File: config.mk
export PLATFORM = sky130hd
export DESIGN_NAME = write_sdram_pattern
export DESIGN_NICKNAME = d
export VERILOG_FILES = /design/src/rtl/write_sdram_pattern.sv
export SDC_FILE = /design/constraint.sdc
export NUM_CORES = 1
export LEC_CHECK = 0
export ABC_AREA = 1
export CORE_ASPECT_RATIO = 0.75
export CORE_MARGIN = 2
export CORE_UTILIZATION = 50
export CTS_CLUSTER_DIAMETER = 120
export DETAILED_ROUTE_END_ITERATION = 8
export PLACE_DENSITY = 0.81
export RECOVER_POWER = 25
export SLEW_MARGIN = 20
export SYNTH_ARGS = -nofsm -noshare
export SYNTH_HDL_FRONTEND = slang
export SYNTH_SLANG_ARGS = --single-unit
File: constraint.sdc
create_clock -name clk -period 2.2 [get_ports clk]
set_input_delay 0.22 -clock clk [delete_from_list [all_inputs] [get_ports clk]]
set_output_delay 0.22 -clock clk [all_outputs]
set_load 0.05 [all_outputs]
File: src/rtl/write_sdram_pattern.sv
// write_sdram_pattern
// Avalon-MM burst write master that fills a fixed SDRAM region with a
// beat-indexed pattern: pattern(k) = {~k, k} over the low/high data halves.
// A run is NUM_BURSTS back-to-back bursts of BURST_LEN beats each, starting
// at BASE_ADDR. The read tester downstream checks the same region later.
//
// Ports
//   clk          : single clock (also the slave-port clock)
//   rst          : synchronous, active-high reset
//   start        : one-cycle run request (ignored while busy)
//   address      : burst start word address (held for the whole burst)
//   burstCount   : beats in the current burst
//   waitRequest  : slave stall
//   writeData    : beat data
//   write        : write request
//   byteEnable   : byte lanes, constant all ones
//   busy         : run in progress
//   done         : last run completed, held until next start or reset
//   beatsWritten : accepted beats of the current/last run, saturating

module write_sdram_pattern #(
    parameter int                ADDR_W     = 29,
    parameter int                DATA_W     = 64,
    parameter int                BURST_W    = 8,
    parameter int                BURST_LEN  = 16,
    parameter int                NUM_BURSTS = 64,
    parameter logic [ADDR_W-1:0] BASE_ADDR  = 29'h0100000
) (
    input  logic                clk,
    input  logic                rst,
    input  logic                start,
    output logic [ADDR_W-1:0]   address,
    output logic [BURST_W-1:0]  burstCount,
    input  logic                waitRequest,
    output logic [DATA_W-1:0]   writeData,
    output logic                write,
    output logic [DATA_W/8-1:0] byteEnable,
    output logic                busy,
    output logic                done,
    output logic [15:0]         beatsWritten
);

    // state | meaning
    // IDLE  | no run since reset
    // WRITE | presenting beats, write=1
    // DONE  | run finished, done=1 until next start
    typedef enum logic [1:0] {
        ST_IDLE  = 2'd0,
        ST_WRITE = 2'd1,
        ST_DONE  = 2'd2
    } state_t;

    localparam int TOTAL  = BURST_LEN * NUM_BURSTS;
    localparam int CNT_W  = $clog2(TOTAL + 1);
    localparam int NB_W   = (NUM_BURSTS > 1) ? $clog2(NUM_BURSTS) : 1;
    localparam int HALF_W = DATA_W / 2;

    localparam logic [BURST_W-1:0] BL_CNT      = BURST_W'(BURST_LEN);
    localparam logic [BURST_W-1:0] BL_LAST     = BURST_W'(BURST_LEN - 1);
    localparam logic [NB_W-1:0]    NB_LAST     = NB_W'(NUM_BURSTS - 1);
    localparam logic [ADDR_W-1:0]  ADDR_STRIDE = ADDR_W'(BURST_LEN);

    function automatic logic [DATA_W-1:0] pattern(input logic [CNT_W-1:0] k);
        logic [HALF_W-1:0] h;
        h = HALF_W'(k);
        return {~h, h};
    endfunction

    state_t              state_q,        state_d;
    logic                write_q,        write_d;
    logic [ADDR_W-1:0]   address_q,      address_d;
    logic [BURST_W-1:0]  burst_count_q,  burst_count_d;
    logic [DATA_W-1:0]   data_q,         data_d;
    logic                busy_q,         busy_d;
    logic                done_q,         done_d;
    logic [15:0]         beats_wr_q,     beats_wr_d;
    // Global beat index k, independent of the saturating beatsWritten.
    logic [CNT_W-1:0]    beat_idx_q,     beat_idx_d;
    // Down-counters: beats left in this burst / bursts left after this one.
    logic [BURST_W-1:0]  beats_left_q,   beats_left_d;
    logic [NB_W-1:0]     bursts_left_q,  bursts_left_d;

    logic                accept;
    logic [CNT_W-1:0]    beat_idx_inc;

    assign accept       = write_q && !waitRequest;
    assign beat_idx_inc = beat_idx_q + 1'b1;

    always_comb begin
        state_d       = state_q;
        write_d       = write_q;
        address_d     = address_q;
        burst_count_d = burst_count_q;
        data_d        = data_q;
        busy_d        = busy_q;
        done_d        = done_q;
        beats_wr_d    = beats_wr_q;
        beat_idx_d    = beat_idx_q;
        beats_left_d  = beats_left_q;
        bursts_left_d = bursts_left_q;

        unique case (state_q)
            ST_IDLE, ST_DONE: begin
                if (start) begin
                    state_d       = ST_WRITE;
                    write_d       = 1'b1;
                    address_d     = BASE_ADDR;
                    burst_count_d = BL_CNT;
                    data_d        = pattern('0);
                    busy_d        = 1'b1;
                    done_d        = 1'b0;
                    beats_wr_d    = '0;
                    beat_idx_d    = '0;
                    beats_left_d  = BL_LAST;
                    bursts_left_d = NB_LAST;
                end
            end
            ST_WRITE: begin
                if (accept) begin
                    beat_idx_d = beat_idx_inc;
                    if (beats_wr_q != 16'hFFFF) begin
                        beats_wr_d = beats_wr_q + 16'd1;
                    end
                    if (beats_left_q != '0) begin
                        beats_left_d = beats_left_q - 1'b1;
                        data_d       = pattern(beat_idx_inc);
                    end else if (bursts_left_q != '0) begin
                        // Next burst follows immediately, no idle cycle.
                        bursts_left_d = bursts_left_q - 1'b1;
                        beats_left_d  = BL_LAST;
                        address_d     = address_q + ADDR_STRIDE;
                        burst_count_d = BL_CNT;
                        data_d        = pattern(beat_idx_inc);
                    end else begin
                        // Address/burstCount/data deliberately retained.
                        state_d = ST_DONE;
                        write_d = 1'b0;
                        busy_d  = 1'b0;
                        done_d  = 1'b1;
                    end
                end
            end
            default: begin
                state_d = ST_IDLE;
            end
        endcase
    end

    always_ff @(posedge clk) begin
        if (rst) begin
            state_q       <= ST_IDLE;
            write_q       <= 1'b0;
            address_q     <= '0;
            burst_count_q <= '0;
            data_q        <= '0;
            busy_q        <= 1'b0;
            done_q        <= 1'b0;
            beats_wr_q    <= '0;
            beat_idx_q    <= '0;
            beats_left_q  <= '0;
            bursts_left_q <= '0;
        end else begin
            state_q       <= state_d;
            write_q       <= write_d;
            address_q     <= address_d;
            burst_count_q <= burst_count_d;
            data_q        <= data_d;
            busy_q        <= busy_d;
            done_q        <= done_d;
            beats_wr_q    <= beats_wr_d;
            beat_idx_q    <= beat_idx_d;
            beats_left_q  <= beats_left_d;
            bursts_left_q <= bursts_left_d;
        end
    end

    assign address      = address_q;
    assign burstCount   = burst_count_q;
    assign writeData    = data_q;
    assign write        = write_q;
    assign byteEnable   = '1;
    assign busy         = busy_q;
    assign done         = done_q;
    assign beatsWritten = beats_wr_q;

endmodule

# --- Word level (Yosys, flattened, before mapping) ---
# Cells that the tools add are included.
# W data, S select, Z words.
op_classes:
  addsub: 5
  n_eq_ne: 10
  n_mux: 47
  n_bitwise: 1
  n_reduce_logical: 13
op_table:
  columns: ["op", "count"]
  rows:
  - ["$mux W64", 4]
  - ["$pmux W64 S2", 1]
  - ["$mux W29", 4]
  - ["$mux W8", 8]
  - ["$pmux W29 S2", 1]
  - ["$mux W16", 3]
  - ["$not A11 Y32", 1]
  - ["$pmux W16 S2", 1]
  - ["$pmux W8 S2", 2]
  - ["$add A29 B5 Y29 const B", 1]
  - ["$mux W6", 4]
  - ["$mux W11", 2]
  - ["$pmux W11 S2", 1]
  - ["$add A16 B1 Y16 const B", 1]
  - ["$ne A16 B16 Y1 const B", 1]
  - ["$ne A2 B2 Y1 const B", 6]
  - ["$pmux W6 S2", 1]
  - ["$reduce_and A4 Y1", 3]
  - ["$add A11 B1 Y11 const B", 1]
  - ["$reduce_and A5 Y1", 2]
  - ["$mux W1", 8]
  - ["$mux W2", 4]
  - ["$reduce_bool A8 Y1", 1]
  - ["$sub A8 B1 Y8 const B", 1]
  - ["other kinds (13)", 14]
word_totals:
  register_bits: 146
  in_bits: 4
  out_inout_bits: 128
  word_cells: 86

# --- Longest topological paths before layout ---
# Gate-level depths: netlist (run 1).
depth:
  depth_word: 6
  depth_mapped: 12
  ltp_nobuf: 11

# --- Worst setup path before layout (run 1) ---
# Ideal clock, no wire load.
synth_timing:
  path_kind: "register -> register"
  start: "reg beats_wr_q[0], in the netlist beatsWritten[0]"
  end: "reg beats_wr_q[13], in the netlist beatsWritten[13]"
  setup_time_ps: 64
  arrival_ps: 1929
  required_ps: 2136
  path_slack_ps: 207
  path_stages_with_launch: 11
  n_path_buf: 1
  synth_period_minus_slack_ps: 1993
  path_cell_list: "dfxtp_1 -> ha_1 -> nand2_1 -> nor3_2 -> nand2_1 -> nor2_1 -> nor2_4 -> buf_4 -> nand3_1 -> nand2_1 -> nor2_1"
synth_via:
  elab_chain_cells: 4
  word_cells_on_any_way: 7
  cone_classes: "add/sub: 1; eq/ne: 2; mux: 3; reduce/logical: 1"
synth_lines:
  columns: ["item", "line_no", "rtl"]
  rows:
  - ["from (decl)", "76", "logic [15:0] beats_wr_q, beats_wr_d;"]
  - ["from (signal assigned)", "170", "beats_wr_q <= beats_wr_d;"]
  - ["$add A16 B1 Y16", "122", "beats_wr_d = beats_wr_q + 16'd1;"]
  - ["$mux W16", "121", "if (beats_wr_q != 16'hFFFF) begin"]
  - ["$mux W16", "119", "if (accept) begin"]
  - ["$pmux W16 S2", "102", "unique case (state_q)"]
# Several ways; a longest one is shown, not always the timed one. The select of a mux whose other input is x is not followed.
# A chain may end at the register's enable or synchronous reset.

# --- Worst setup path in the final report (run 1) ---
layout_timing:
  start: "reg beats_left_q[0]"
  end: "reg address_q[23], in the netlist address[23]"
layout_via:
  elab_chain_cells: 3
layout_lines:
  columns: ["item", "line_no", "rtl"]
  rows:
  - ["from (decl)", "80", "logic [BURST_W-1:0] beats_left_q, beats_left_d;"]
  - ["from (signal assigned)", "172", "beats_left_q <= beats_left_d;"]
  - ["$reduce_bool A8 Y1", "124", "if (beats_left_q != '0) begin"]
  - ["$ne A2 B2 Y1 (no source line)", null, null]
  - ["$reduce_and A5 Y1 (no source line)", null, null]
  - ["to (signal assigned)", "165", "address_q <= address_d;"]
  - ["to (decl)", "71", "logic [ADDR_W-1:0] address_q, address_d;"]
# Every way passes these cells.

==> impl_summary.log, run 1 <==
[metrics] top-level port count: ~130
[metrics] Root Buffer Master: sky130_fd_sc_hd__clkbuf_16
[metrics] number of rows created at floorplan: 32
[metrics] first-pass detailed-route iteration total: 5
[metrics] GRT Residual Overflow: 0
[metrics] status: finished, final reports clean
[metrics] number of instances in the synthesized netlist: 780
[metrics] Max IR drop VDD: roughly 0.0007 V
[metrics] effective utilization at floorplan: about half
[metrics] required time worst endpoint: roughly 2500 ps
[metrics] final critical-path share of the clock period: between 90% and 100%
[metrics] worst min-delay path class: reg -> reg
[metrics] final number of max-transition violations: 0
[metrics] initial antenna violation count: 0
[metrics] Post-Syn Area: 0.00536 mm2
[metrics] HPWL after detailed placement: between 8000 and 9000 um
[metrics] Tightest Pin Transition: around 530 ps
[metrics] routed vias: a little under 5000
[metrics] TritonCTS clock tree: yes
[metrics] RSZ-0062 raised after global routing: false
[metrics] pin count of the biggest net entering global routing: 33
[metrics] Hold Slack: 468 ps
[metrics] final net count: 861
[metrics] category of the worst setup path capture point: flop
[metrics] most common library cell in the layout ignoring fill and taps: sky130_fd_sc_hd__nand2_1
[metrics] total wirelength of the detailed-routed design: 12400 um
[metrics] FMAX: between 0.4 and 0.5 GHz
[metrics] Routed Antenna Nets: 0
[metrics] power density relative to cell area: between 1000 and 1500 mW/mm2
[metrics] top library cells by usage in the layout, fill and taps aside: sky130_fd_sc_hd__nand2_1, sky130_fd_sc_hd__nor2_1, sky130_fd_sc_hd__dfxtp_1, sky130_fd_sc_hd__inv_1, sky130_fd_sc_hd__a21oi_1
[metrics] reg2reg setup slack: about 190 ps
[metrics] Worst slew margin: approximately 64%
[metrics] class of the most critical setup path: reg -> reg
[metrics] Netlist cell types: 42
[metrics] Seq/Total Area, Yosys: about a third
[metrics] number of inserted diodes: 0
[metrics] detailed-route DRC error count: 0
[metrics] H-tree depth reported by CTS: 3
[metrics] IO Port Bufs: 91
[metrics] area growth from synthesis to final layout: 21.1%
[metrics] standard cell core area: 0.0104 mm2
[metrics] layout filler cell count: 962
[metrics] number of hold-slack violations in the final timing report: 0
[metrics] total CTS buffers: 9
[metrics] per-instance average area after synthesis: ~7 um2
[metrics] vertical die dimension: roughly 94 um
[metrics] overall routing resource usage: about 22%
[metrics] global placement routability congestion: 0.874
[metrics] count of yosys warnings during synthesis: 0
[metrics] largest driver fanout on the critical path: 23
[metrics] global-route wire length before repair: 20300 um
[metrics] Post-Route Skew: roughly 13 ps
[metrics] post-detailed-route via-to-cell ratio: 4.90
[metrics] die footprint: about 0.012 mm2
[metrics] clock latency at the later pin of the worst-skew pair: between 300 and 400 ps
[metrics] number of synthesized register bits: 94
[metrics] clock-pin slew on the worst setup and hold paths: around 70 ps
[metrics] crit path DAT: approximately 2300 ps
[metrics] number of global-route vias before repair: ~4200
[metrics] detailed-route wire length per cell: about 13 um
[metrics] TritonCTS sink count: 94
[metrics] maximum clock insertion buffer count: 2
[metrics] standby leakage power: about 2.9 nW
[metrics] max-cap viol count: 0
[metrics] sequential cell area: between 0.0015 and 0.002 mm2
[metrics] number of violations reported at the end of detailed-routing iteration 0: ~380
[metrics] area used by multi-input combinational logic: between 0.002 and 0.003 mm2
[metrics] Min Clock Period, post-route: 2010 ps
[metrics] fraction of layout instances using a drive strength above 1: 8.54%
[metrics] nature of the critical path startpoint: flop
[metrics] Post-Route Setup TNS: 0 ps
[metrics] endpoints failing setup: 0
[metrics] die extent in x: between 100 and 150 um
-- cell families after synthesis --
group / synth area share, %
adders and majority gates: 1.63
xor gates and xnor gates: 1.96
and+or+nand+nor: 33.5
other: 0.140
AOI/OAI and AO/OA: 11.1
buffers and inverters: 16.5
DFF: 35.1
-- state kept, by name, summed over array words and instances (netlist names) --
name	count
busy	1
state_q	2
beats_left_q	8
address	25
burstCount	1
done	1
bursts_left_q	6
beatsWritten	16
writeData	23
beat_idx_q	11
-- area by class of cell --
class | count | share of cell area [%]
clock inverter | 5 | 1.64
timing repair buffer | 107 | 16.8
clock buffer | 11 | 3.74
sequential | 94 | 29.0
inverter | 72 | 4.16
multi-input combinational | 566 | 42.1
tap | 136 | 2.62
-- metrics by stage --
step,util (%),setup slack (ps),total power [mW],area (um2),instances
CTS,62.3,6.63,9.59,6460,991
floorplan,-,207,6.75,5510,818
detailed placement,59.0,164,7.79,6120,975
finish,62.7,191,9.48,6500,991
global placement,59.0,226,7.71,6120,975
global route,62.7,33.8,10.0,6500,991
-- report_power, final --
part           switching (mW)  internal [mW]  leakage [nW]
clock network           0.662           1.14         0.166
registers               0.355           2.11         0.767
logic                    3.65           1.56          1.95
-- cells in the mapped netlist --
library cell                 n  area (um2)
sky130_fd_sc_hd__buf_6       7        78.8
sky130_fd_sc_hd__ha_1        7        87.6
sky130_fd_sc_hd__o21ai_0    22         110
sky130_fd_sc_hd__o211a_1     3        30.0
sky130_fd_sc_hd__nand4_1    18         113
sky130_fd_sc_hd__nor3_2      1        10.0
sky130_fd_sc_hd__nand2_4     1        11.3
sky130_fd_sc_hd__nor4_1      1        6.26
sky130_fd_sc_hd__or2_2       3        18.8
sky130_fd_sc_hd__and2_1      1        6.26
sky130_fd_sc_hd__nand3b_1    1        7.51
sky130_fd_sc_hd__nor2_8      2        40.0
sky130_fd_sc_hd__nand3b_2    1        11.3
sky130_fd_sc_hd__a211oi_1    1        7.51
sky130_fd_sc_hd__o211ai_1    1        7.51
sky130_fd_sc_hd__xnor2_1     5        43.8
sky130_fd_sc_hd__nand3_1    46         230
sky130_fd_sc_hd__buf_2       7        35.0
sky130_fd_sc_hd__a21oi_2     8        70.1
sky130_fd_sc_hd__xor2_1      7        61.3
sky130_fd_sc_hd__buf_4      62         465
sky130_fd_sc_hd__o21ai_1     9        45.0
sky130_fd_sc_hd__nand3_2     2        20.0
sky130_fd_sc_hd__nand2_2    13        81.3
sky130_fd_sc_hd__nor2_4      6        67.6
sky130_fd_sc_hd__nor3_1     14        70.1
sky130_fd_sc_hd__a211oi_2    1        12.5
sky130_fd_sc_hd__o21a_1      2        15.0
sky130_fd_sc_hd__a21oi_1    49         245
sky130_fd_sc_hd__nor2_1    118         443
sky130_fd_sc_hd__dfxtp_1    94        1880
sky130_fd_sc_hd__o21bai_1    3        22.5
sky130_fd_sc_hd__nand2_1   175         657
sky130_fd_sc_hd__nor2_2      1        6.26
sky130_fd_sc_hd__inv_1      67         251
sky130_fd_sc_hd__a31oi_1     1        6.26
sky130_fd_sc_hd__buf_1       1        3.75
sky130_fd_sc_hd__conb_1      2        7.51
sky130_fd_sc_hd__clkbuf_1    9        33.8
sky130_fd_sc_hd__o21ai_2     1        8.76
sky130_fd_sc_hd__o31ai_1     2        15.0
sky130_fd_sc_hd__inv_2       5        18.8
-- worst max-delay path, cell delays in order, from the launching register on --
cell and delay, ps:
sky130_fd_sc_hd__dfxtp_1 320, sky130_fd_sc_hd__inv_1 130, sky130_fd_sc_hd__ha_1 210, sky130_fd_sc_hd__nand3_2 160, sky130_fd_sc_hd__o21ai_0 380, sky130_fd_sc_hd__nand2_2 130
sky130_fd_sc_hd__nor2_4 160, sky130_fd_sc_hd__buf_12 180, sky130_fd_sc_hd__nand3_1 90, sky130_fd_sc_hd__nand2_1 80, sky130_fd_sc_hd__inv_1 30, sky130_fd_sc_hd__nor2_1 80
-- per-layer routing --
metal  track usage (%)  part of all wire, %
met1              31.2                   49
met2              33.1                   45
met3              5.34                  4.5
met4              6.72                  1.2
met5                 0                    0
-- repair_timing --
item                       4_1_cts  5_1_grt
setup endpoints to repair       14       19
gates resized for setup          3       19
setup buffers                    0        0
hold buffers                     0        0
-- worst paths after layout --
path                   start            to  depth (start not counted)
max          beats_left_q[0]   address[23]                         11
min             writeData[6]  writeData[6]                          2
max reg2reg  beats_left_q[0]   address[23]                         11
min reg2reg     writeData[6]  writeData[6]                          2
Power figures use the tool's default switching activity.
==> inputs of run 2 (changes only) <==
Settings changed: CAP_MARGIN set to 5.
==> results of run 2 <==
The final DEF is identical to that of run 1; final timing and power are the same.
==> inputs of run 3 (changes only) <==
Settings changed: CAP_MARGIN 5 to not set, CORE_MARGIN 2 to not set.
==> impl_summary.log, run 3 (synthesized netlist as in run 1, its figures left out) <==
[metrics] top-level port count: 132 (unchanged)
[metrics] die footprint: 0.0112 mm2 (-3.7%)
[metrics] internal power contribution: 4.60 mW (-4.5%)
[metrics] final net count: 860 (-0.12%)
[metrics] global placement routability congestion: 0.869 (-0.54%)
[metrics] overall power consumption: 9.24 mW (-2.5%)
[metrics] Min Clock Period, post-route: 2000 ps (-11.6 ps)
[metrics] Post-Route Skew: 11.4 ps (-1.77 ps)
[metrics] die extent in x: 122 um (-1.6%)
[metrics] reg2reg setup slack: 210 ps (+20 ps)
[metrics] IO Port Bufs: 91 (unchanged)
[metrics] largest driver fanout on the critical path: 18 (-22%)
[metrics] worst r2r src: beats_left_q[0]
[metrics] Combinational Power Share: 56.4% (+1.5 points)
[metrics] launch point of the critical path: writeData[62]
[metrics] clock-pin slew on the worst setup and hold paths: 60 ps (about the same)
[metrics] GRT busiest layer: met2
[metrics] number of global-route vias before repair: 4283 (+1.8%)
[metrics] endpoints failing setup: 0 (unchanged)
[metrics] category of the worst setup path capture point: primary output
[metrics] portion of total power attributed to sequential cells: 26.7% (+0.7 points)
[metrics] cells on worst reg2reg path: 11 (unchanged)
[metrics] number of hold-slack violations in the final timing report: 0 (unchanged)
[metrics] Post-Route Setup TNS: 0 ps (unchanged)
[metrics] most common library cell in the layout ignoring fill and taps: sky130_fd_sc_hd__nand2_1
[metrics] Max IR drop VDD: 0.000731 V (+4.6%)
[metrics] TritonCTS clock tree: yes
[metrics] first-pass detailed-route iteration total: 5 (unchanged)
[metrics] net switching fraction of the power: 50.3% (+1.1 points)
[metrics] M2 GR Usage: 33.7% (+0.61 points)
[metrics] top library cells by usage in the layout, fill and taps aside: sky130_fd_sc_hd__nand2_1, sky130_fd_sc_hd__nor2_1, sky130_fd_sc_hd__dfxtp_1, sky130_fd_sc_hd__inv_1, sky130_fd_sc_hd__clkdlybuf4s50_1
[metrics] crit path DAT: 1780 ps (-520 ps)
[metrics] H-tree depth reported by CTS: 3 (unchanged)
[metrics] effective utilization at floorplan: 51.7% (unchanged)
[metrics] power density relative to cell area: 1440 mW/mm2 (-0.99%)
[metrics] FMAX: 0.501 GHz (+0.58%)
[metrics] Tightest Pin Transition: 887 ps (+357 ps)
[metrics] met1 Resource Use GR: 32.8% (+1.5 points)
[metrics] Routed Antenna Nets: 0 (unchanged)
[metrics] nature of the critical path startpoint: flop
[metrics] HPWL after detailed placement: 8680 um (-1.9%)
[metrics] initial antenna violation count: 0 (unchanged)
[metrics] fraction of layout instances using a drive strength above 1: 8.43% (-0.11 points)
[metrics] vertical die dimension: 91.7 um (-2.1%)
[metrics] Root Buffer Master: sky130_fd_sc_hd__clkbuf_16
[metrics] max-cap viol count: 0 (unchanged)
[metrics] post-CTS setup repair buffer count: 0 (unchanged)
[metrics] number of inserted diodes: 0 (unchanged)
[metrics] RSZ-0062 raised after global routing: false
[metrics] area growth from synthesis to final layout: 19.3%
[metrics] Clk pwr share: 16.9% (-2.2 points)
[metrics] layout filler cell count: 931 (-3.2%)
[metrics] global-route wire length before repair: 20300 um (-0.37%)
[metrics] GRT Residual Overflow: 0 (unchanged)
[metrics] overall routing resource usage: 22.6% (+0.52 points)
[metrics] standard cell core area: 0.0104 mm2 (unchanged)
[metrics] clock latency at the later pin of the worst-skew pair: 350 ps (about the same)
[metrics] met3 demand-to-capacity share in global routing: 4.60% (-0.74 points)
[metrics] number of rows created at floorplan: 32 (unchanged)
[metrics] PostCTS Resize Cnt: 0 (-3)
[metrics] Util after Layout: 61.7% (-0.97 points)
[metrics] net switching power: 4.65 mW (-0.43%)
[metrics] standby leakage power: 2.64 nW (-8.6%)
[metrics] class of the most critical setup path: reg -> out
[metrics] final number of max-transition violations: 0 (unchanged)
[metrics] total wirelength of the detailed-routed design: 12100 um (-2.5%)
[metrics] detailed-route wire length per cell: 12.2 um (-2.4%)
[metrics] number of violations reported at the end of detailed-routing iteration 0: 393 (+2.6%)
[metrics] capture point of the critical path: writeData[56]
[metrics] Worst slew margin: 40.7% (-24 points)
[metrics] sequential cell area: 0.00188 mm2 (unchanged)
[metrics] post-detailed-route via-to-cell ratio: 4.93 (+0.64%)
[metrics] final critical-path share of the clock period: 90.8% (-0.53 points)
[metrics] worst min-delay path class: reg -> reg
[metrics] required time worst endpoint: 1980 ps (-510 ps)
[metrics] pin count of the biggest net entering global routing: 37 (+12%)
[metrics] routed vias: 4879 (+0.54%)
[metrics] status: finished, final reports clean
[metrics] number of buffers added to fix hold violations after cts: 0 (unchanged)
[metrics] capturing point of the worst reg2reg path: address[10]
[metrics] number of flip-flops under the largest register name: 25 (unchanged)
[metrics] total CTS buffers: 9 (unchanged)
[metrics] TritonCTS sink count: 94 (unchanged)
[metrics] detailed-route DRC error count: 0 (unchanged)
[metrics] maximum clock insertion buffer count: 2 (unchanged)
[metrics] area used by multi-input combinational logic: 0.00273 mm2 (-0.23%)
-- run 3: changes by cell type in the layout (fill, tap and decap cells not counted), sizes merged --
| cell | delta |
|---|---|
| dlygate4sd2 | -3 |
| clkinv | +1 |
| inv | +2 |
| bufinv | -2 |
| clkdlybuf4s50 | +13 |
| dlymetal6s2s | -18 |
| dlygate4sd3 | +8 |
| clkbuf | -3 |
| buf | +1 |
-- run 3: metal layers --
layer	vias up	routed length, um
li1	2536	-
met2	160	5200
met1	2173	5980
met4	0	112
met3	10	788
met5	-	0
-- run 3: layout make-up --
type,count,area share (%)
Timing Repair Buffer,106,16.4
Sequential cell,94,29.4
Clock inverter,6,1.08
Inverter,72,4.22
Clock buffer,10,3.58
Multi-Input combinational cell,566,42.7
Tap cell,136,2.66
-- run 3: power groups by stage --
stage	Clock, mW	Combinational [mW]	Sequential (mW)
after global routing	1.67	5.63	2.53
after CTS	1.59	5.30	2.47
after floorplan	0	3.63	3.13
after global placement	0	5.21	2.49
final	1.56	5.21	2.47
after detailed placement	0	5.28	2.50
-- run 3: metrics by stage --
step / hold WS, ps / instance area (um2) / setup WS [ps] / cells
detailed placement: 456 / 6110 / 77.5 / 974
CTS: 466 / 6410 / 173 / 990
floorplan: 466 / 5510 / 207 / 818
finish: 460 / 6400 / 202 / 990
global route: 485 / 6400 / 21.8 / 990
global placement: 453 / 6110 / 161 / 974
-- run 3: worst min path at each step --
stage	cells after the start	end	from
6_report	2	writeData[0]	writeData[0]
2_1_floorplan	2	beats_left_q[1]	beats_left_q[1]
4_1_cts	2	writeData[0]	writeData[0]
5_1_grt	2	writeData[0]	writeData[0]
3_3_place_gp	2	writeData[0]	writeData[0]
3_5_place_dp	2	writeData[0]	writeData[0]
-- run 3: worst max-delay path, stage by stage (launching register included) --
cell	delay (ps)
sky130_fd_sc_hd__dfxtp_1	380
sky130_fd_sc_hd__buf_4	220
sky130_fd_sc_hd__clkdlybuf4s50_1	830
